<file path="src/rtl/hand_tracker.sv">
// rtl/hand_tracker.sv - Blackjack hand tracker: routes dealt cards into player/dealer hands,
// keeps soft-ace totals and status flags, and settles the round into a registered outcome.
module hand_tracker (
  input  logic       clk,
  input  logic       reset,
  input  logic       card_valid,
  input  logic [3:0] card_value,
  input  logic       to_dealer,
  input  logic       settle,
  input  logic       new_round,
  output logic [4:0] player_score,
  output logic [4:0] dealer_score,
  output logic       player_soft,
  output logic       dealer_soft,
  output logic       player_bust,
  output logic       dealer_bust,
  output logic       player_bj,
  output logic       dealer_bj,
  output logic [3:0] player_cards,
  output logic [3:0] dealer_cards,
  output logic       dealer_must_hit,
  output logic [1:0] outcome,
  output logic       outcome_valid,
  output logic       card_err
);

  typedef enum logic [1:0] {
    ST_PLAY   = 2'd0,
    ST_SETTLE = 2'd1,
    ST_DONE   = 2'd2
  } state_t;

  localparam logic [1:0] OUT_NONE   = 2'd0;
  localparam logic [1:0] OUT_PLAYER = 2'd1;
  localparam logic [1:0] OUT_DEALER = 2'd2;
  localparam logic [1:0] OUT_PUSH   = 2'd3;

  state_t     state_q, state_d;
  logic [4:0] p_hard_q, p_hard_d, d_hard_q, d_hard_d;
  logic       p_ace_q, p_ace_d, d_ace_q, d_ace_d;
  logic [3:0] p_cnt_q, p_cnt_d, d_cnt_q, d_cnt_d;
  logic [1:0] outcome_q, outcome_d;
  logic       outcome_valid_q, outcome_valid_d;
  logic       card_err_q, card_err_d;

  logic       card_legal;
  logic       card_is_ace;
  logic [3:0] card_weight;
  logic [4:0] p_score, d_score;
  logic       p_soft, d_soft, p_bust, d_bust, p_bj, d_bj;
  logic [1:0] result;

  assign card_legal  = (card_value >= 4'd1) && (card_value <= 4'd13);
  assign card_is_ace = (card_value == 4'd1);
  assign card_weight = (card_value > 4'd10) ? 4'd10 : card_value;

  // An Ace is promoted to 11 only while that keeps the hand at or below 21.
  assign p_soft  = p_ace_q && (p_hard_q <= 5'd11);
  assign d_soft  = d_ace_q && (d_hard_q <= 5'd11);
  assign p_score = p_soft ? (p_hard_q + 5'd10) : p_hard_q;
  assign d_score = d_soft ? (d_hard_q + 5'd10) : d_hard_q;
  assign p_bust  = (p_hard_q > 5'd21);
  assign d_bust  = (d_hard_q > 5'd21);
  assign p_bj    = (p_cnt_q == 4'd2) && (p_score == 5'd21);
  assign d_bj    = (d_cnt_q == 4'd2) && (d_score == 5'd21);

  always_comb begin
    result = OUT_PUSH;
    if (p_bust)              result = OUT_DEALER;
    else if (d_bust)         result = OUT_PLAYER;
    else if (p_bj && d_bj)   result = OUT_PUSH;
    else if (p_bj)           result = OUT_PLAYER;
    else if (d_bj)           result = OUT_DEALER;
    else if (p_score > d_score) result = OUT_PLAYER;
    else if (p_score < d_score) result = OUT_DEALER;
  end

  always_comb begin
    state_d         = state_q;
    p_hard_d        = p_hard_q;
    d_hard_d        = d_hard_q;
    p_ace_d         = p_ace_q;
    d_ace_d         = d_ace_q;
    p_cnt_d         = p_cnt_q;
    d_cnt_d         = d_cnt_q;
    outcome_d       = outcome_q;
    outcome_valid_d = outcome_valid_q;
    card_err_d      = card_err_q;

    if (new_round) begin
      state_d         = ST_PLAY;
      p_hard_d        = 5'd0;
      d_hard_d        = 5'd0;
      p_ace_d         = 1'b0;
      d_ace_d         = 1'b0;
      p_cnt_d         = 4'd0;
      d_cnt_d         = 4'd0;
      outcome_d       = OUT_NONE;
      outcome_valid_d = 1'b0;
      card_err_d      = 1'b0;
    end else begin
      case (state_q)
        ST_PLAY: begin
          if (card_valid) begin
            if (!card_legal) begin
              card_err_d = 1'b1;
            end else if (to_dealer && !d_bust) begin
              d_hard_d = d_hard_q + {1'b0, card_weight};
              d_ace_d  = d_ace_q | card_is_ace;
              d_cnt_d  = (d_cnt_q == 4'd15) ? 4'd15 : d_cnt_q + 4'd1;
            end else if (!to_dealer && !p_bust) begin
              p_hard_d = p_hard_q + {1'b0, card_weight};
              p_ace_d  = p_ace_q | card_is_ace;
              p_cnt_d  = (p_cnt_q == 4'd15) ? 4'd15 : p_cnt_q + 4'd1;
            end
          end
          if (settle) state_d = ST_SETTLE;
        end
        ST_SETTLE: begin
          outcome_d       = result;
          outcome_valid_d = 1'b1;
          state_d         = ST_DONE;
        end
        default: begin
          state_d = ST_DONE;
        end
      endcase
    end
  end

  always_ff @(posedge clk or negedge reset) begin
    if (!reset) begin
      state_q         <= ST_PLAY;
      p_hard_q        <= 5'd0;
      d_hard_q        <= 5'd0;
      p_ace_q         <= 1'b0;
      d_ace_q         <= 1'b0;
      p_cnt_q         <= 4'd0;
      d_cnt_q         <= 4'd0;
      outcome_q       <= OUT_NONE;
      outcome_valid_q <= 1'b0;
      card_err_q      <= 1'b0;
    end else begin
      state_q         <= state_d;
      p_hard_q        <= p_hard_d;
      d_hard_q        <= d_hard_d;
      p_ace_q         <= p_ace_d;
      d_ace_q         <= d_ace_d;
      p_cnt_q         <= p_cnt_d;
      d_cnt_q         <= d_cnt_d;
      outcome_q       <= outcome_d;
      outcome_valid_q <= outcome_valid_d;
      card_err_q      <= card_err_d;
    end
  end

  assign player_score    = p_score;
  assign dealer_score    = d_score;
  assign player_soft     = p_soft;
  assign dealer_soft     = d_soft;
  assign player_bust     = p_bust;
  assign dealer_bust     = d_bust;
  assign player_bj       = p_bj;
  assign dealer_bj       = d_bj;
  assign player_cards    = p_cnt_q;
  assign dealer_cards    = d_cnt_q;
  assign dealer_must_hit = !d_bust && (d_score < 5'd17);
  assign outcome         = outcome_q;
  assign outcome_valid   = outcome_valid_q;
  assign card_err        = card_err_q;

endmodule

</file>
<file path="config.mk">
export PLATFORM = sky130hd
export DESIGN_NAME = hand_tracker
export DESIGN_NICKNAME = d
export VERILOG_FILES = /design/src/rtl/hand_tracker.sv
export SDC_FILE = /design/constraint.sdc
export NUM_CORES = 1
export LEC_CHECK = 0
export ABC_AREA = 1
export CAP_MARGIN = 15
export CORE_ASPECT_RATIO = 0.75
export CORE_MARGIN = 4
export CORE_UTILIZATION = 45
export DETAILED_ROUTE_END_ITERATION = 8
export PLACE_DENSITY = 0.77
export SLEW_MARGIN = 25
export SYNTH_ARGS = -nofsm -noshare
export SYNTH_HDL_FRONTEND = slang
export SYNTH_SLANG_ARGS = --single-unit
</file>
<file path="constraint.sdc">
create_clock -name clk -period 2.47 [get_ports clk]
set_clock_uncertainty 0.05 [all_clocks]
set_input_delay 0.494 -clock clk [delete_from_list [all_inputs] [get_ports clk]]
set_output_delay 0.494 -clock clk [all_outputs]
set_load 0.1 [all_outputs]
</file>
---- Yosys cells after proc, flatten, opt, wreduce, memory -nomap -nowiden ----
Cells that the tools add are included.
storage, ports and cells
  flip-flop bits (word level) ............. 26
  input bits .............................. 10
  output and inout bits ................... 29
operators by class
  reductions and logical operators ........ 22
  bitwise operators ....................... 2
  add/sub/neg operators ................... 6
  eq/ne operators ......................... 11
  magnitude comparators ................... 10
  multiplexer cells ....................... 56
operators with widths
  kind                                                                number
  2-to-1 mux 5 bit                                                    13
  2-to-1 mux 4 bit                                                    14
  2-to-1 mux 2 bit                                                    11
  2-to-1 mux 1 bit                                                    18
  nonzero test 2 bit                                                  6
  adder 5 x 4 -> 5 bit                                                2
  adder 5 x 4 -> 5 bit (second input constant)                        2
  equality test 5 bit (second input constant)                         2
  greater-than comparator 5 bit (second input constant)               2
  <= comparator 5 x 4 -> 1 bit (second input constant)                2
  logical AND 1 bit                                                   9
  adder 4 x 1 -> 4 bit (second input constant)                        2
  equality test 4 x 2 -> 1 bit (second input constant)                2
  equality test 4 bit (second input constant)                         2
  greater-than comparator 5 bit                                       1
  less-than comparator 5 bit                                          1
  less-than comparator 5 bit (second input constant)                  1
  AND reduction 5 bit                                                 1
  equality test 4 x 1 -> 1 bit (second input constant)                1
  greater-or-equal comparator 4 x 1 -> 1 bit (second input constant)  1
  greater-than comparator 4 bit (second input constant)               1
  <= comparator 4 bit (second input constant)                         1
  inequality test 2 bit (second input constant)                       2
  AND reduction 4 bit                                                 1
  6 further kinds                                                     9

---- Logic depth before layout (Yosys ltp) ----
Gate-level depths: netlist of run 1.
  depth in word-level cells ............... 13
  mapped depth ............................ 19

---- Worst setup path after synthesis of run 1 ----
No wires, ideal clock.
  kind .................................... register -> output
  start point ............................. register p_hard_q[2]
  end point ............................... output port player_bj
  path buffers ............................ 0
  arrival ................................. 3.519 ns
  slack ................................... -1.593 ns
  stages on the path, launching flop included .. 10
  cells stage by stage .................... dfrtp_1 -> inv_1 -> ha_1 -> nand3_1 -> nand2_1 -> nand2_1 -> nand2_1 -> o21ai_1 -> nand3_1 -> nor2_2
on the way
  cells in the longest elaborated chain, start to end .. 5
RTL lines
  what                          line  source
  start, declared               39    logic [4:0] p_hard_q, p_hard_d, d_hard_q, d_hard_d;
  start signal, assigned        145   p_hard_q <= p_hard_d;
  <= comparator 5 x 4 -> 1 bit  58    assign p_soft = p_ace_q && (p_hard_q <= 5'd11);
  logical AND 1 bit             58
  2-to-1 mux 5 bit (*)          60    assign p_score = p_soft ? (p_hard_q + 5'd10) : p_hard_q;
  named net player_score[4]     11    output logic [4:0] player_score,
  equality test 5 bit (*)       64    assign p_bj = (p_cnt_q == 4'd2) && (p_score == 5'd21);
  logical AND 1 bit (*)         64
  end, declared                 17    output logic player_bj,
The timed path passes the listed nets; every way through them passes the cells marked *.

---- Worst setup path after layout of run 1 ----
  start point ............................. register d_hard_q[1]
  end point ............................... output port dealer_bj
on the way
  cells in the longest elaborated chain, start to end .. 5
RTL lines
  what                          line  source
  start, declared               39
  start signal, assigned        146   d_hard_q <= d_hard_d;
  <= comparator 5 x 4 -> 1 bit  59    assign d_soft = d_ace_q && (d_hard_q <= 5'd11);
  logical AND 1 bit             59
  2-to-1 mux 5 bit (*)          61    assign d_score = d_soft ? (d_hard_q + 5'd10) : d_hard_q;
  equality test 5 bit (*)       65    assign d_bj = (d_cnt_q == 4'd2) && (d_score == 5'd21);
  logical AND 1 bit (*)         65
  end, declared                 18    output logic dealer_bj,
Mark *: on every way between the ends. The rest lies on a longest branch, timed or not.

==> impl_metrics.yaml, run 1 <==
power:
  power.leakage_nw: 1.50
  powerDensity_mw_per_mm2: 408
  irDropWorstVdd_mv: 0.428
status:
  violations: "setup timing"
  status: "finished with violations"
die:
  ioPinCount: 39
  start_util_pct: 48.4
  die_w_um: 85.6
  die_h_um: 66.2
  dieArea_mm2: 0.00567
  rows: 20
  coreArea_mm2: 0.00420
worst_setup_path:
  worstPathRequired_ps: 1930
  reg2reg_to: "outcome[1]$_DFFE_PN0P_"
  reg2reg_from: "d_hard_q[1]$_DFFE_PN0P_"
  reg2reg_depth: 19
  cp.arrival_ps: 1970
  crit_path_end: "dealer_bj"
  rrSetupSlack_ps: 20
  crit_path_start_kind: "flop"
  cp_max_fo: 5
  crit_start: "d_hard_q[1]$_DFFE_PN0P_"
  cp-end-kind: "primary output"
  critical_path_class: "reg2out"
final_layout:
  seq_area_um2: 652
  most-common-layout-cells: "buf_4 (43), nand2_1 (42), inv_1 (40)"
  fill_cells: 312
  final_core_util_pct: 75.0
  area.growth.synth_to_final_pct: 55.0
  final_common_cell: "buf_4"
  drive_gt1_share_pct: 33.9
  diodes: 0
  nets: 377
  layout.cells.non_filler: 397
  multiInputGateArea_mm2: 0.00141
grt:
  grt_max_degree: 27
  met1_usage_pct: 28.4
  grt_busiest_layer: "met2"
  use_met2_pct: 35.6
  grt_use_met3_pct: 2.24
  grt_pass1_wl_um: 9520
  grt_util_all_layers_pct: 21.1
  grt_pass1_vias: 2073
  grt_overflow: 0
  antenna_found_initial: 0
clock_tree:
  cts_made_buffers: 3
  path_clk_slew_ps: 90
  numClockSinks: 26
  h-tree-depth: 1
  root_buffer: "clkbuf_8"
  clockBufferDepth: 2
  cts_tree: "built"
  hold_buffers: 0
  clk_latency_ps: 270
drt:
  totalWireLength_um: 5730
  drcViolationCount: 0
  vias: 2067
  wire_per_inst_um: 14.4
  antenna_left: 0
  vias_per_cell: 5.21
  drt-initial-drc-count: 129
  dr.pass1.iters: 4
yosys:
  ys_ff_latch: 26
  synthFlopType: "dfrtp_1"
  synthArstFlopShare_pct: 100
  synthesis.nets: 305
  syn-cell-area_mm2: 0.00203
  synth_cells: 271
  yosysUniqueCellTypes: 32
  synth-edff-count: 0
  synth.avg_cell_area_um2: 7.51
  synth-seq-area-share_pct: 32.0
  yosysWarnings: 0
timing:
  hold_slack_ps: 455
  worst_slew_pin_slew_ps: 490
  hold_viol: 0
  finalSetupViolCount: 2
  period_minus_slack_ps: 2510
  rsz0062_at_grt: "true"
  fmax_mhz: 398
  worst_slack_ps: -42.9
  fin_crit_sh_pct: 102
  max-slew-margin-rel_pct: 67.1
  slew_viol_final: 0
min_path:
  hold_class: "reg2reg"
place:
  routabilityCongestion: 0.983
  place_inst: 380
  place.detailed.hpwl_um: 4320
  io_buffers: 38
flow_run:
  maxCapViolations: 0
-- report_power, final --
group,internal (mW),switching [mW],total (mW)
logic,0.189,0.350,0.538
clock network,0.143,0.136,0.279
registers,0.446,0.0226,0.469
-- sequential cells by signal (all words and copies together), names as in the netlist --
register and flops:
d_hard_q 5, p_hard_q 5, dealer_cards 4, player_cards 4, outcome 2, state_q 2
card_err 1, d_ace_q 1, outcome_valid 1, p_ace_q 1
-- logic make-up after synthesis --
| logic type | count (synthesis) | synth area share (%) |
|---|---|---|
| XOR/XNOR | 7 | 3.38 |
| AO/OA/AOI/OAI | 49 | 13.9 |
| flip-flops | 26 | 32.0 |
| adder cells (fa/ha/maj) | 24 | 15.5 |
| buffers and inverters | 53 | 10.1 |
| AND/OR/NAND/NOR | 112 | 25.1 |
-- what timing repair did --
item	in CTS	in global routing
pin swaps	9	13
gates resized for setup	9	21
hold endpoints to repair	0	0
endpoints found under the setup margin	5	9
setup buffers	8	5
-- worst min-delay path by stage --
stage	from	to	slack (ps)	depth (start not counted)
finish	outcome[0]$_DFFE_PN0P_	outcome[0]$_DFFE_PN0P_	460	2
global route	outcome[0]$_DFFE_PN0P_	outcome[0]$_DFFE_PN0P_	480	2
CTS	outcome[0]$_DFFE_PN0P_	outcome[0]$_DFFE_PN0P_	450	2
detailed placement	outcome[0]$_DFFE_PN0P_	outcome[0]$_DFFE_PN0P_	420	2
global placement	outcome[0]$_DFFE_PN0P_	outcome[0]$_DFFE_PN0P_	430	2
floorplan	reset	card_err$_DFFE_PN0P_	150	0
-- through the flow --
step	instance area, um2	power, mW	setup slack [ps]	TNS, ps
2_1_floorplan	2160	0.802	-336	-1480
3_3_place_gp	2860	0.955	-204	-696
3_5_place_dp	2860	0.965	-333	-1340
4_1_cts	3030	1.26	-49.9	-92.7
5_1_grt	3150	1.35	-133	-507
6_report	3150	1.29	-42.9	-54.6
-- synth_stat cells, drive strengths merged (3+ instances only) --
master	n	area, um2
nand2	55	229
inv	48	180
nor2	29	116
dfrtp	26	651
ha	22	275
a21oi	16	83.8
nand3	14	75.1
o21ai	14	70.1
o22ai	9	56.3
nand4	6	37.5
nor3	4	20.0
xor2	4	42.6
a31oi	3	18.8
clkbuf	3	11.3
nor4	3	25.0
xnor2	3	26.3
-- critical path: stages (launching register included) --
cell and delay, ps:
dfrtp_2 460, inv_2 140, ha_1 270, nand3b_1 190, nand2_2 150, nand2_2 70
nor2_2 100, nand2_2 80, clkinvlp_4 80, buf_12 160
-- cell type report --
class	count	share of cell area [%]
Multi-Input combinational cell	192	44.8
Timing Repair Buffer	72	24.8
Sequential cell	26	20.7
Inverter	48	5.83
Tap cell	55	2.18
Clock buffer	4	1.75
-- routing by layer --
metal / vias up / share of wire, %
li1: 1037 / -
met1: 935 / 45
met2: 82 / 47
met3: 13 / 6.1
met4: 0 / 1.9
met5: - / 0
No activity file was read; power rests on OpenSTA's default activity.
==> run 2: changes to the inputs <==
--- a/config.mk
+++ b/config.mk
@@ -8,7 +8,7 @@
 export ABC_AREA = 1
 export CAP_MARGIN = 15
 export CORE_ASPECT_RATIO = 0.75
-export CORE_MARGIN = 4
+export CORE_MARGIN = 2
 export CORE_UTILIZATION = 45
 export DETAILED_ROUTE_END_ITERATION = 8
 export PLACE_DENSITY = 0.77
==> impl_metrics.yaml, run 2 (synthesized netlist as in run 1, its figures left out) <==
status:
  status: "finished with violations"
  violations: "setup timing"
drt:
  dr.pass1.iters: 4
  vias: 2118
  wire_per_inst_um: 13.6
  totalWireLength_um: 5540
  drt-initial-drc-count: 122
  vias_per_cell: 5.20
  drcViolationCount: 0
  antenna_left: 0
grt:
  grt_overflow: 0
  grt_util_all_layers_pct: 22.3
  grt_pass1_wl_um: 8840
  antenna_found_initial: 0
  grt_pass1_vias: 1847
  grt_max_degree: 27
timing:
  hold_viol: 0
  worst_slew_pin_slew_ps: 461
  rsz0062_at_grt: "true"
  slew_viol_final: 0
  fin_crit_sh_pct: 102
  period_minus_slack_ps: 2510
  max-slew-margin-rel_pct: 69.0
  hold_slack_ps: 455
  finalSetupViolCount: 2
  worst_slack_ps: -41.4
  fmax_mhz: 398
place:
  place_inst: 381
  io_buffers: 38
  place.detailed.hpwl_um: 4260
  pre_cts_ws_ps: -230
  routabilityCongestion: 0.885
final_layout:
  most-common-layout-cells: "buf_4 (54), nand2_1 (42), inv_1 (41)"
  drive_gt1_share_pct: 35.4
  fill_cells: 330
  nets: 385
  multiInputGateArea_mm2: 0.00141
  top_regs: "d_hard_q x5, p_hard_q x5"
  seq_area_um2: 652
  area.growth.synth_to_final_pct: 56.4
  layout.cells.non_filler: 407
  final_common_cell: "buf_4"
  diodes: 0
die:
  dieArea_mm2: 0.00508
  ioPinCount: 39
  coreArea_mm2: 0.00441
  die_w_um: 81.6
  die_h_um: 62.2
  start_util_pct: 46.1
  rows: 21
power:
  pwr-share-clk_pct: 19.8
  p_sw_mw: 0.498
  comb_power_share_pct: 42.6
  fin_total_pwr_mw: 1.25
  seq_power_share_pct: 37.6
  powerDensity_mw_per_mm2: 392
  power.leakage_nw: 1.53
  irDropWorstVdd_mv: 0.432
  internal-power_mw: 0.750
  swShare_pct: 39.9
worst_setup_path:
  cp_slowest_stage_delay_ps: 460
  worstPathRequired_ps: 1930
  cp-end-kind: "primary output"
  cp_max_fo: 5
  critPathTopFamily: "simple AND/OR/NAND/NOR gates"
  crit_chain: "ha_4 -> nand3_2 -> nand2_2 -> nand2_4 -> nand2_8 -> nor2_4 -> o21ai_4 -> inv_2 -> nand4_1 -> a21oi_4 -> buf_12"
  crit_path_start_kind: "flop"
  cp.arrival_ps: 1970
  reg2reg_depth: 20
  worstSetupPathDepth: 11
  critical_path.slowest_cell: "dfrtp_2"
  worstPathBufferInverterCount: 2
  critical_path_class: "reg2out"
clock_tree:
  cts_tree: "built"
  h-tree-depth: 1
  path_clk_slew_ps: 90
  cts_made_buffers: 3
  clk_latency_ps: 270
  clockBufferDepth: 2
  root_buffer: "clkbuf_8"
  hold_buffers: 0
  numClockSinks: 26
flow_run:
  maxCapViolations: 0
min_path:
  hold_depth: 2
  hold_class: "reg2reg"
run 2: final cells by class:
cell class | count | area share (%)
clock buffer | 4 | 1.42
multi-input combinational | 192 | 44.2
tap | 57 | 2.24
timing repair buffer | 80 | 25.9
sequential | 26 | 20.5
inverter | 48 | 5.78
run 2: through the flow:
step / TNS (ps) / cell area [um2] / utilization, %
floorplan: -1480 / 2160 / -
global placement: -594 / 2860 / 64.7
detailed placement: -870 / 2860 / 64.7
CTS: -69.7 / 3010 / 68.3
global route: -546 / 3180 / 72.1
finish: -75.0 / 3180 / 72.1
run 2: worst reg2reg max path: cells and delay by family (launching register included):
kind / cells / cell delay, ps
buf+inv: 3 / 280
compound gates: 1 / 120
flops: 1 / 400
simple gates: 14 / 1070
fa+ha+maj: 2 / 370
run 2: final timing paths:
| path | slack (ps) | to | startpoint |
|---|---|---|---|
| min in group asynchronous | 530 | dealer_cards[3]$_DFFE_PN0P_ | reset |
| max in group asynchronous | 1570 | d_hard_q[1]$_DFFE_PN0P_ | reset |
| setup / recovery | -40 | dealer_must_hit | d_hard_q[1]$_DFFE_PN0P_ |
| setup reg to reg | 80 | outcome[1]$_DFFE_PN0P_ | d_hard_q[2]$_DFFE_PN0P_ |
| hold / removal | 460 | outcome[0]$_DFFE_PN0P_ | outcome[0]$_DFFE_PN0P_ |
| hold reg to reg | 460 | outcome[0]$_DFFE_PN0P_ | outcome[0]$_DFFE_PN0P_ |
run 2: power groups by stage:
stage | Clock (mW) | Combinational, mW | Sequential [mW]
floorplan | 0 | 0.257 | 0.546
global route | 0.278 | 0.571 | 0.472
global placement | 0 | 0.476 | 0.476
finish | 0.247 | 0.532 | 0.469
CTS | 0.249 | 0.501 | 0.467
detailed placement | 0 | 0.485 | 0.477
run 2: per-layer routing:
| metal | track usage (%) | vias to the layer above | share of wire, % |
|---|---|---|---|
| li1 | - | 1048 | - |
| met4 | 4.17 | 0 | 0.45 |
| met2 | 36.0 | 71 | 49 |
| met5 | 0 | - | 0 |
| met1 | 32.8 | 995 | 46 |
| met3 | 2.03 | 4 | 5.2 |
run 2: timing repair:
| action | 4_1_cts | 5_1_grt |
|---|---|---|
| gates cloned | 0 | 0 |
| buffers inserted | 11 | 12 |
| setup endpoints to repair | 3 | 9 |
| pin swaps | 10 | 13 |
| gates resized for setup | 7 | 22 |
